===== src/rtl/mips_ctrl_pkg.sv =====
// mips_ctrl_pkg
//   Shared constants for the multi-cycle MIPS main controller. It holds the
//   opcode values, the 4-bit FSM state encoding, the PC / ALU-B / ALU-op
//   select codes and the opcode-class bundle produced by main_ctrl_decode.
package mips_ctrl_pkg;

  localparam logic [5:0] OP_RTYPE = 6'b000000;
  localparam logic [5:0] OP_LW    = 6'b100011;
  localparam logic [5:0] OP_SW    = 6'b101011;
  localparam logic [5:0] OP_BEQ   = 6'b000100;
  localparam logic [5:0] OP_BNE   = 6'b000101;
  localparam logic [5:0] OP_J     = 6'b000010;
  localparam logic [5:0] OP_JAL   = 6'b000011;
  localparam logic [5:0] OP_ADDI  = 6'b001000;
  localparam logic [5:0] OP_SLTI  = 6'b001010;
  localparam logic [5:0] OP_ANDI  = 6'b001100;
  localparam logic [5:0] OP_ORI   = 6'b001101;
  localparam logic [5:0] OP_LUI   = 6'b001111;

  typedef enum logic [3:0] {
    S_IDLE     = 4'd0,
    S_FETCH    = 4'd1,
    S_DECODE   = 4'd2,
    S_R_EXEC   = 4'd3,
    S_R_WB     = 4'd4,
    S_I_EXEC   = 4'd5,
    S_I_WB     = 4'd6,
    S_MEM_ADDR = 4'd7,
    S_MEM_RD   = 4'd8,
    S_MEM_WB   = 4'd9,
    S_MEM_WR   = 4'd10,
    S_BRANCH   = 4'd11,
    S_JUMP     = 4'd12
  } state_e;

  localparam logic [1:0] PC_SRC_PC4    = 2'b00;
  localparam logic [1:0] PC_SRC_BRANCH = 2'b01;
  localparam logic [1:0] PC_SRC_JUMP   = 2'b10;
  localparam logic [1:0] PC_SRC_RS     = 2'b11;

  localparam logic [1:0] ALU_SRC_B_RT    = 2'b00;
  localparam logic [1:0] ALU_SRC_B_FOUR  = 2'b01;
  localparam logic [1:0] ALU_SRC_B_IMM   = 2'b10;
  localparam logic [1:0] ALU_SRC_B_IMMSH = 2'b11;

  localparam logic [1:0] ALU_OP_ADD   = 2'b00;
  localparam logic [1:0] ALU_OP_SUB   = 2'b01;
  localparam logic [1:0] ALU_OP_FUNCT = 2'b10;
  localparam logic [1:0] ALU_OP_ITYPE = 2'b11;

  typedef struct packed {
    logic is_r;
    logic is_mem;
    logic is_lw;
    logic is_br;
    logic is_bne;
    logic is_j;
    logic is_jal;
    logic is_imm;
    logic illegal;
  } op_class_t;

endpackage


===== src/rtl/main_ctrl_decode.sv =====
// main_ctrl_decode
//   Combinational opcode classifier for the main controller.
//   Ports:
//     opcode  in  6  latched instruction opcode
//     cls     out    opcode class flags (op_class_t); illegal set for any
//                    opcode the core does not implement
module main_ctrl_decode
  import mips_ctrl_pkg::*;
(
  input  logic [5:0] opcode,
  output op_class_t  cls
);

  always_comb begin
    cls = '0;
    case (opcode)
      OP_RTYPE: cls.is_r = 1'b1;
      OP_LW: begin
        cls.is_mem = 1'b1;
        cls.is_lw  = 1'b1;
      end
      OP_SW:  cls.is_mem = 1'b1;
      OP_BEQ: cls.is_br  = 1'b1;
      OP_BNE: begin
        cls.is_br  = 1'b1;
        cls.is_bne = 1'b1;
      end
      OP_J:   cls.is_j = 1'b1;
      OP_JAL: begin
        cls.is_j   = 1'b1;
        cls.is_jal = 1'b1;
      end
      OP_ADDI, OP_SLTI, OP_ANDI, OP_ORI, OP_LUI: cls.is_imm = 1'b1;
      default: cls.illegal = 1'b1;
    endcase
  end

endmodule


===== src/rtl/multicycle_main_controller.sv =====
// multicycle_main_controller
//   Multi-cycle main control FSM of the 32-bit MIPS core. Steps each
//   instruction through fetch / decode / execute / memory / writeback and
//   drives the datapath strobes.
//   Ports:
//     clk, rst_n (async, active-low)
//     opcode     instr[31:26], captured when ir_write_o=1
//     mem_ready  memory handshake, only looked at in FETCH / MEM_RD / MEM_WR
//     jr         jr flag from the R-type controller, only looked at in R_EXEC
//     *_o        datapath strobes and selects (see port list)
module multicycle_main_controller
  import mips_ctrl_pkg::*;
(
  input  logic       clk,
  input  logic       rst_n,
  input  logic [5:0] opcode,
  input  logic       mem_ready,
  input  logic       jr,
  output logic       ir_write_o,
  output logic       pc_write_o,
  output logic       branch_eq_o,
  output logic       branch_ne_o,
  output logic [1:0] pc_src_o,
  output logic       mem_read_o,
  output logic       mem_write_o,
  output logic       i_or_d_o,
  output logic [1:0] alu_src_b_o,
  output logic [1:0] alu_op_o,
  output logic       rtype_o,
  output logic       reg_write_o,
  output logic       reg_write2_o,
  output logic       mem_to_reg_o,
  output logic       link_o,
  output logic       illegal_o
);

  state_e     state_q, state_d;
  logic [5:0] opcode_q, opcode_d;
  op_class_t  cls;

  main_ctrl_decode u_decode (
    .opcode (opcode_q),
    .cls    (cls)
  );

  always_ff @(posedge clk or negedge rst_n) begin
    if (!rst_n) begin
      state_q  <= S_IDLE;
      opcode_q <= '0;
    end else begin
      state_q  <= state_d;
      opcode_q <= opcode_d;
    end
  end

  always_comb begin
    state_d      = state_q;
    opcode_d     = opcode_q;
    ir_write_o   = 1'b0;
    pc_write_o   = 1'b0;
    branch_eq_o  = 1'b0;
    branch_ne_o  = 1'b0;
    pc_src_o     = PC_SRC_PC4;
    mem_read_o   = 1'b0;
    mem_write_o  = 1'b0;
    i_or_d_o     = 1'b0;
    alu_src_b_o  = ALU_SRC_B_RT;
    alu_op_o     = ALU_OP_ADD;
    rtype_o      = 1'b0;
    reg_write_o  = 1'b0;
    reg_write2_o = 1'b0;
    mem_to_reg_o = 1'b0;
    link_o       = 1'b0;
    illegal_o    = 1'b0;

    case (state_q)
      S_IDLE: state_d = S_FETCH;

      // The read request stays up until memory answers; IR, opcode and
      // PC+4 are all committed in the completing cycle.
      S_FETCH: begin
        mem_read_o = 1'b1;
        if (mem_ready) begin
          ir_write_o  = 1'b1;
          pc_write_o  = 1'b1;
          alu_src_b_o = ALU_SRC_B_FOUR;
          opcode_d    = opcode;
          state_d     = S_DECODE;
        end
      end

      // Branch target is computed here speculatively for every opcode.
      S_DECODE: begin
        alu_src_b_o = ALU_SRC_B_IMMSH;
        if (cls.is_r)        state_d = S_R_EXEC;
        else if (cls.is_mem) state_d = S_MEM_ADDR;
        else if (cls.is_br)  state_d = S_BRANCH;
        else if (cls.is_j)   state_d = S_JUMP;
        else if (cls.is_imm) state_d = S_I_EXEC;
        else begin
          illegal_o = 1'b1;
          state_d   = S_FETCH;
        end
      end

      // jr finishes here by loading rs into the PC; no register write.
      S_R_EXEC: begin
        alu_op_o = ALU_OP_FUNCT;
        rtype_o  = 1'b1;
        if (jr) begin
          pc_write_o = 1'b1;
          pc_src_o   = PC_SRC_RS;
          state_d    = S_FETCH;
        end else begin
          state_d = S_R_WB;
        end
      end

      S_R_WB: begin
        rtype_o      = 1'b1;
        reg_write_o  = 1'b1;
        reg_write2_o = 1'b1;
        state_d      = S_FETCH;
      end

      S_I_EXEC: begin
        alu_src_b_o = ALU_SRC_B_IMM;
        alu_op_o    = ALU_OP_ITYPE;
        state_d     = S_I_WB;
      end

      S_I_WB: begin
        reg_write_o = 1'b1;
        state_d     = S_FETCH;
      end

      S_MEM_ADDR: begin
        alu_src_b_o = ALU_SRC_B_IMM;
        state_d     = cls.is_lw ? S_MEM_RD : S_MEM_WR;
      end

      S_MEM_RD: begin
        mem_read_o = 1'b1;
        i_or_d_o   = 1'b1;
        if (mem_ready) state_d = S_MEM_WB;
      end

      S_MEM_WB: begin
        reg_write_o  = 1'b1;
        mem_to_reg_o = 1'b1;
        state_d      = S_FETCH;
      end

      S_MEM_WR: begin
        mem_write_o = 1'b1;
        i_or_d_o    = 1'b1;
        if (mem_ready) state_d = S_FETCH;
      end

      S_BRANCH: begin
        alu_op_o    = ALU_OP_SUB;
        pc_src_o    = PC_SRC_BRANCH;
        branch_eq_o = !cls.is_bne;
        branch_ne_o = cls.is_bne;
        state_d     = S_FETCH;
      end

      S_JUMP: begin
        pc_write_o  = 1'b1;
        pc_src_o    = PC_SRC_JUMP;
        link_o      = cls.is_jal;
        reg_write_o = cls.is_jal;
        state_d     = S_FETCH;
      end

      default: state_d = S_IDLE;
    endcase
  end

endmodule


===== config.mk =====
export PLATFORM = sky130hd
export DESIGN_NAME = multicycle_main_controller
export DESIGN_NICKNAME = d
export VERILOG_FILES = /design/src/rtl/mips_ctrl_pkg.sv /design/src/rtl/main_ctrl_decode.sv /design/src/rtl/multicycle_main_controller.sv
export SDC_FILE = /design/constraint.sdc
export NUM_CORES = 1
export LEC_CHECK = 0
export BUFFER_PORTS_ARGS = -buffer_cell sky130_fd_sc_hd__buf_4
export CAP_MARGIN = 20
export CORE_AREA = 3 3 47 49
export CTS_BUF_LIST = sky130_fd_sc_hd__clkbuf_4 sky130_fd_sc_hd__clkbuf_8 sky130_fd_sc_hd__clkbuf_16
export DETAILED_ROUTE_END_ITERATION = 10
export DIE_AREA = 0 0 50 52
export PLACE_DENSITY = 0.7
export REMOVE_ABC_BUFFERS = 1
export SLEW_MARGIN = 40
export SYNTH_ARGS = -nofsm -noshare
export SYNTH_HDL_FRONTEND = slang
export SYNTH_SLANG_ARGS = --single-unit

===== constraint.sdc =====
create_clock -name clk -period 2.89 [get_ports clk]
set_input_delay 0.4335 -clock clk [delete_from_list [all_inputs] [get_ports clk]]
set_output_delay 0.4335 -clock clk [all_outputs]
set_load 0.05 [all_outputs]

# Yosys cells after proc, flatten, opt, wreduce, memory -nomap -nowiden
# Index checks and enable logic that the tools add are counted.
# W data, S select, Z words.
# word_totals
regBits,10
# classes
n_eq_ne,26
mux,44
n_reduce_logical,15
# ops
operator,count
$pmux W4 S8,1
$eq A6 B4 Y1 const B,5
$mux W4,7
$mux W1,27
$eq A4 B4 Y1 const B,5
$pmux W2 S3,3
$eq A4 B3 Y1 const B,4
$reduce_or A2 Y1,7
$eq A6 B2 Y1 const B,2
$eq A6 B3 Y1 const B,2
$eq A6 B6 Y1 const B,2
$eq A4 B2 Y1 const B,2
$logic_not A6 Y1,1
$mux W3,2
$ne A2 B2 Y1 const B,3
$reduce_or A6 Y1,1
$reduce_or A5 Y1,1
$eq A4 B1 Y1 const B,1
$logic_not A4 Y1,1
$mux W2,2
$pmux W1 S3,1
$reduce_and A3 Y1,1
$reduce_or A3 Y1,1
$pmux W1 S2,1
2 further kinds,2

# Logic depth before layout (Yosys ltp)
# Gate-level depths: netlist (run 1).
# logic_depth
word_depth,9
depth_mapped,6
ltp_nobuf,5

# Modules after synthesis
# From an unflattened synthesis (run 1), not the netlist that was laid out.
# unflattened
cells_unflattened,114
area_unflattened_um2,924.6
# modules_own_cells
module,n_inst,cells_per_inst,area_each_um2
multicycle_main_controller,1,93,769.5
main_ctrl_decode,1,21,155.1

# Least setup slack after synthesis (run 1)
# OpenSTA, ideal clock, no wires.
# synth_timing
kind,reg2out
startpoint,register opcode_q[3]
endpoint,output port branch_ne_o
arrival_time_ns,2.466
t_required_ns,2.457
slack_ns,-0.010
stages_incl_launch_ff,4
n_path_buf,1
cell_sequence,dfrtp_1 -> buf_6 -> or4_4 -> nor4_1
# synth_between
elab_chain_cells,3
# synth_lines
item,line_no,rtl
"start, declared",multicycle_main_controller.sv:38,"logic [5:0] opcode_q, opcode_d;"
"start signal, assigned",multicycle_main_controller.sv:52,opcode_q <= opcode_d;
$eq A6 B3 Y1,--,
$mux W1,main_ctrl_decode.sv:16,case (opcode)
$mux W1,multicycle_main_controller.sv:76,case (state_q)
"end, declared",multicycle_main_controller.sv:22,"output logic branch_ne_o,"
# No other way between the ends.

# Worst setup path in the final report (run 1)
# layout_timing
startpoint,register state_q[2]
endpoint,output port ir_write_o
# layout_between
elab_chain_cells,2
# layout_lines
item,line_no,rtl
"start, declared",multicycle_main_controller.sv:37,"state_e state_q, state_d;"
"start signal, assigned",multicycle_main_controller.sv:51,state_q <= state_d;
$eq A4 B1 Y1,multicycle_main_controller.sv:76,
$mux W1,multicycle_main_controller.sv:76,
"end, declared",multicycle_main_controller.sv:19,"output logic ir_write_o,"
# No other way between the ends.

==> flow_summary_export.csv, run 1 <==
group,metric,value,unit
status,status,"complete, no violations",
sta,grt_setup_unrepaired,"no",
cts,cts_buffers,3,
setup_path,max_stage_delay,550,ps
flow_run,drv_cap,0,
place,numPortBuffers,28,
cts,cts_resized,0,
synthesis,syn_inst,111,
synthesis,synth_edf_count,0,
final_layout,final_area,1060,um2
global_routing,grt.overflow.total,0,
setup_path,crit_fanout,17,
cts,cts_tree,"done",
final_layout,diodes,0,
power,worst_ir_drop_vdd,0.561,mV
setup_path,cp-end-kind,"primary output",
power,p_per_area,1200,nW/um2
min_path,hold_path_class,"in2reg",
sta,final-setup-viol-count,0,
place,place_congestion,0.800,
die,row_count,16,
detailed_routing,drtIter0Drc,24,
detailed_routing,num_vias,892,
synthesis,ys_warn_count,0,
global_routing,grtUsageTotal,17.9,%
cts,cts_sinks,10,
detailed_routing,route.antenna.remaining_nets,0,
power,switchingPower,0.000739,W
die,ioPinCount,29,
cts,htree_levels,1,
power,p_clk_share,6.7,%
power,p_sw_share,58.0,%
synthesis,avgSynthCellArea,7.32,um2
power,p_int,0.000534,W
detailed_routing,via_per_inst,5.41,
power,p_leak,0.505,nW
global_routing,grt_max_degree,19,
sta,slew_violations,0,
synthesis,synthesis.area,812,um2
power,power_frac_seq,27.2,%
sta,min_period_over_period,79.8,%
final_layout,final_nets,150,
detailed_routing,wl_per_cell,12.7,um
die,chipHeight,52,um
place,dpl.cell_count,161,
die,die_area,2600,um2
synthesis,ys_ff_latch,10,
detailed_routing,wl,2100,um
place,dp_hpwl,1700,um
setup_path,critPathLaunchType,"flip-flop",
die,core,1900,um2
cts,clk_latency,250,ps
power,power_frac_comb,66.1,%
synthesis,synthDistinctLibCells,37,
setup_path,cp_top_family,"simple AND/OR/NAND/NOR gates",
sta,fin_tns_setup,0,ps
global_routing,grt_antenna_before_repair,0,
setup_path,cp.arrival,1870,ps
detailed_routing,drc,0,
synthesis,ys_seq_area_share,30.8,%
sta,maxSlewHeadroom,67.4,%
detailed_routing,first_pass_iters,4,
sta,period_minus_slack,2310,ps
synthesis,async_reset_ff_share,100,%
setup_path,critPathBufInv,2,
die,initial_core_util,42.7,%
setup_path,worstSetupPathType,"reg2out",
sta,worstMarginPinSlew,489,ps
sta,skew,6.67,ps
cts,clockRootBuffer,"clkbuf_4",
final_layout,nFillCells,194,
cts,holdBufCountCts,1,
global_routing,grt_pass1_wl,3590,um
setup_path,cp_cell_sequence,"nor2_1, nand4b_1, inv_2, buf_4",
place,place_area,1030,um2
synthesis,ys.flop_type,"dfrtp_1",
setup_path,worstPathRequired,2460,ps
die,fp.dieW,50,um
final_layout,area_growth,30.5,%
sta,fmax,434,MHz
cts,cts_buffer_depth,2,
final_layout,drive_gt1_share,26.8,%
sta,finalHoldViolations,0,
setup_path,crit_slowest_cell,"dfrtp_1",
final_layout,fin_cells,165,
global_routing,grt_pass1_vias,810,
cts,post_cts_buffers,0,
cts,path_clk_slew,60,ps
## worst paths after layout
check / slack, ps / depth (start not counted) / end / startpoint
max: 580 / 4 / ir_write_o / state_q[2]
min: 370 / 3 / opcode_q[3] / opcode[3]
max reg2reg: 1250 / 5 / state_q[0] / state_q[2]
min reg2reg: 640 / 2 / opcode_q[0] / opcode_q[0]
max in group asynchronous: 2200 / 2 / state_q[0] / rst_n
min in group asynchronous: 540 / 2 / opcode_q[2] / rst_n
## cells in the mapped netlist, types with 2 or more instances
master	instances	area share, %
nand2_1	25	12
nor2_1	11	5.1
dfrtp_1	10	31
a21oi_1	8	4.9
nor3_1	6	3.7
inv_1	5	2.3
o21ai_0	5	3.1
nand2b_1	4	3.1
nand3_1	4	2.5
and3_1	3	2.3
a32o_1	2	2.5
buf_2	2	1.2
nand3b_1	2	1.8
## cell families after synthesis
group / after synthesis / share of synthesized area, %
flip-flops: 10 / 30.8
AO/OA/AOI/OAI: 24 / 21.0
XOR/XNOR: 2 / 2.16
buffers and inverters: 11 / 6.32
AND/OR/NAND/NOR: 64 / 39.8
## area by class of cell
cell class	instances	area, um2	area share (%)
flip-flops and latches	10	250	23.6
repair buffers	29	220	20.8
multi-input cells	90	510	48.2
clock buffers	3	22.5	2.13
inverters	6	22.5	2.13
well taps	27	33.8	3.19
## flip-flops by register name (all words and copies together) (netlist names)
| name | flops |
|---|---|
| state_q | 4 |
| opcode_q | 6 |
## power groups by stage
stage               Sequential [W]  Clock (W)  Combinational [W]
floorplan                 0.000312          0           0.000633
global placement          0.000347          0           0.000837
detailed placement        0.000347          0           0.000845
CTS                       0.000344  0.0000921           0.000849
global route              0.000365  0.0000962           0.000914
finish                    0.000346  0.0000855           0.000841
## placed cells by master, fill, tap and decap left out
cell           synthesis  routed
inv_2                  1       1
o21bai_1               1       1
nand4b_1               1       1
buf_4                  0      28
a21oi_1                8       8
o21ai_0                5       5
o31ai_1                1       1
dlygate4sd3_1          0       1
o21a_1                 1       1
xor2_1                 1       1
nor2b_1                1       1
o41ai_2                1       1
nand3b_1               2       2
a311o_1                1       1
nor2b_4                1       1
o22ai_1                1       1
nor2_1                11      11
nor3_1                 6       6
inv_1                  5       5
nand3_1                4       4
or4_4                  1       1
or4_1                  1       1
nor4_1                 1       1
and2_1                 1       1
and2_0                 1       1
nand2_1               25      25
a32oi_1                1       1
o221a_2                1       1
clkbuf_4               0       3
a32o_1                 2       2
dfrtp_1               10      10
a221o_1                1       1
and3_1                 3       3
xnor2_1                1       1
nand2b_1               4       4
nor3b_2                1       1
## per-stage QoR
| stage | power (W) | util [%] | worst slack, ps | hold WS, ps |
|---|---|---|---|---|
| global route | 0.00138 | 55.7 | 388 | 380 |
| CTS | 0.00128 | 55.7 | 574 | 358 |
| floorplan | 0.000945 | - | 22.0 | 138 |
| global placement | 0.00118 | 54.0 | 936 | 264 |
| detailed placement | 0.00119 | 54.0 | 859 | 266 |
| finish | 0.00127 | 55.7 | 584 | 366 |
## worst reg2reg max path: stages (launching register included)
cell and delay [ps]:
dfrtp_1 640, nor2_1 170, a32o_1 320, a21oi_1 130
o21ai_0 90, and3_1 170
## layer usage
layer  track usage (%)  up-vias  wire [um]
met2              32.0       22       1070
met1              21.1      421        931
met4              8.29        0         14
li1                  -      447          -
met5                 0        -          0
met3              2.29        2         83
Power figures use the tool's default switching activity.
==> run 2: changes to the inputs <==
Settings changed: CORE_AREA 3 3 47 49 to 3 3 48 50, DIE_AREA 0 0 50 52 to 0 0 51 53.
Clock period 2.89 ns to 1.85 ns, I/O delays scaled along.
==> run 2 against run 1 <==
  * The run now ends with negative setup slack left
  * Critical endpoint is now illegal_o
  * Clock power is 130% higher
  * Register-to-register slack got worse by 860 ps
  * Die area is 4.0% higher
  * Global-route usage rose by 1.6 points
  * Largest power group unchanged
  * Clock skew down 3.9 ps
  * Largest cell class unchanged
  * First-iteration DRC count increased by 8.3%
  * Wire length is 22% higher
  * Final cell count is 12% higher
  * Hold slack got worse by 160 ps
  * Combinational power is 110% higher
  * Sequential cell count unchanged
  * Critical path depth is 2 higher
==> flow_summary_export.csv, run 2 (same netlist as run 1, synthesis figures left out) <==
group,metric,value,unit
place,dpl.cell_count,169,
final_layout,final_nets,169,
power,worst_ir_drop_vdd,0.910,mV
setup_path,worstPathRequired,1570,ps
global_routing,grt_pass1_wl,4040,um
setup_path,path_common_cell,"a21oi_2",
sta,fin_ws,-111,ps
die,fp.dieW,51,um
final_layout,largest_reg_flops,6,
status,failed_checks,"negative setup slack",
place,dp_hpwl,1810,um
cts,clockRootBuffer,"clkbuf_4",
sta,grt_setup_unrepaired,"yes",
sta,period_minus_slack,1960,ps
detailed_routing,num_vias,987,
die,row_count,16,
detailed_routing,first_pass_iters,4,
setup_path,max_stage_delay,420,ps
power,p_leak,0.623,nW
setup_path,cp-end-kind,"primary output",
setup_path,cp.arrival,1680,ps
detailed_routing,wl,2550,um
sta,min_period_over_period,106,%
sta,hold_slack,205,ps
global_routing,grt.overflow.total,0,
detailed_routing,wl_met2,1370,um
setup_path,critPathBufInv,1,
cts,cts_tree,"done",
min_path,hold_path_class,"in2reg",
cts,clk_latency,260,ps
sta,final-setup-viol-count,3,
detailed_routing,drtIter0Drc,26,
power,switchingPower,0.00133,W
detailed_routing,wl_met3,158,um
die,die_area,2700,um2
final_layout,fin_cells,185,
global_routing,grt_max_degree,12,
sta,skew,2.81,ps
cts,cts_buffer_depth,2,
final_layout,area_growth,60.2,%
cts,htree_levels,1,
detailed_routing,top_layer,"met3",
sta,maxSlewHeadroom,81.5,%
power,p_per_area,1910,nW/um2
final_layout,regMostFlops,"opcode_q",
die,core,1940,um2
global_routing,grt_pass1_vias,932,
sta,finalHoldViolations,0,
detailed_routing,drc,0,
place,place_congestion,0.883,
die,ioPinCount,29,
final_layout,final_common_cell,"buf_4",
cts,path_clk_slew,70,ps
global_routing,grt_antenna_before_repair,0,
detailed_routing,route.antenna.remaining_nets,0,
power,power_frac_seq,20.0,%
detailed_routing,wl_met1,1030,um
setup_path,crit_fanout,5,
detailed_routing,via_per_inst,5.34,
cts,cts_sinks,10,
sta,worstMarginPinSlew,277,ps
power,p_clk_share,7.9,%
sta,fmax,510,MHz
final_layout,drive_gt1_share,46.8,%
setup_path,cp_cell_sequence,"nor2b_4, nand2_1, a21oi_2, a21oi_2, o221a_4, buf_8",
die,chipHeight,53,um
power,p_total,0.00249,W
power,p_int,0.00115,W
cts,cts_buffers,3,
setup_path,critPathLaunchType,"flip-flop",
power,power_frac_comb,72.1,%
flow_run,drv_cap,0,
detailed_routing,wl_per_cell,13.8,um
final_layout,final_cell_mix,"42 x buf_4, 23 x nand2_1, 8 x nor2_1",
status,status,"finished with violations",
sta,slew_violations,0,
setup_path,worstSetupPathType,"reg2out",
power,p_sw_share,53.6,%
setup_path,crit_slowest_cell,"dfrtp_1",
final_layout,nFillCells,169,
setup_path,cp_top_family,"compound AO/OA/AOI/OAI gates",
die,initial_core_util,41.8,%
place,numPortBuffers,28,
global_routing,grtUsageTotal,19.5,%
final_layout,diodes,0,
final_layout,reg_top3,"opcode_q x6, state_q x4",
[run 2: changes by cell type in the layout (fill, tap and decap cells not counted), sizes merged]
cell    before  now
clkbuf       3    4
buf         28   47
[run 2: worst reg2reg max path, cell delays in order (launching register included)]
cell	delay [ps]
dfrtp_1	420
buf_4	170
nor2b_1	220
or4_1	140
o21ai_0	70
a221o_1	320
[run 2: repair_timing]
action / 4_1_cts / 5_1_grt
hold buffers: 1 / 0
hold endpoints to repair: 10 / 0
buffers inserted: 5 / 6
pin swaps: 3 / 3
gates resized for setup: 9 / 19
setup endpoints to repair: 8 / 11
[run 2: power by group through the flow]
| stage | combinational, W | clock (W) | sequential, W |
|---|---|---|---|
| after CTS | 0.00159 | 0.000202 | 0.000486 |
| after global placement | 0.00145 | 0 | 0.000481 |
| after detailed placement | 0.00148 | 0 | 0.000489 |
| after global routing | 0.00193 | 0.000215 | 0.000511 |
| after floorplan | 0.000989 | 0 | 0.000487 |
| final | 0.00179 | 0.000196 | 0.000499 |
[run 2: routing by layer]
metal  GRT usage, %  up-vias
li1               -      486
met1           21.9      467
met2           38.2       34
met3           3.10        0
met4           4.04        0
met5              0        -
[run 2: final cells by class]
| class | count | area [um2] | area share [%] |
|---|---|---|---|
| Clock buffer | 4 | 36.3 | 2.79 |
| Inverter | 6 | 25.0 | 1.92 |
| Multi-Input combinational cell | 90 | 572 | 43.9 |
| Sequential cell | 10 | 255 | 19.6 |
| Tap cell | 27 | 33.8 | 2.60 |
| Timing Repair Buffer | 48 | 379 | 29.1 |
[run 2: final timing paths]
check / slack [ps] / depth (start not counted) / start / endpoint
min in group asynchronous: 370 / 2 / rst_n / opcode_q[4]
setup reg to reg: 390 / 5 / opcode_q[2] / state_q[1]
hold / removal: 200 / 3 / opcode[4] / opcode_q[4]
hold reg to reg: 630 / 2 / opcode_q[0] / opcode_q[0]
setup / recovery: -110 / 6 / opcode_q[1] / illegal_o
max in group asynchronous: 1310 / 2 / rst_n / state_q[2]
[run 2: metrics by stage]
| stage | util, % | setup TNS, ps | setup WS (ps) | area (um2) |
|---|---|---|---|---|
| floorplan | - | -3710 | -862 | 783 |
| global placement | 56.0 | 0 | 175 | 1090 |
| detailed placement | 56.0 | 0 | 142 | 1090 |
| CTS | 61.7 | -223 | -77.3 | 1200 |
| global route | 67.0 | -456 | -140 | 1300 |
| finish | 67.0 | -242 | -111 | 1300 |
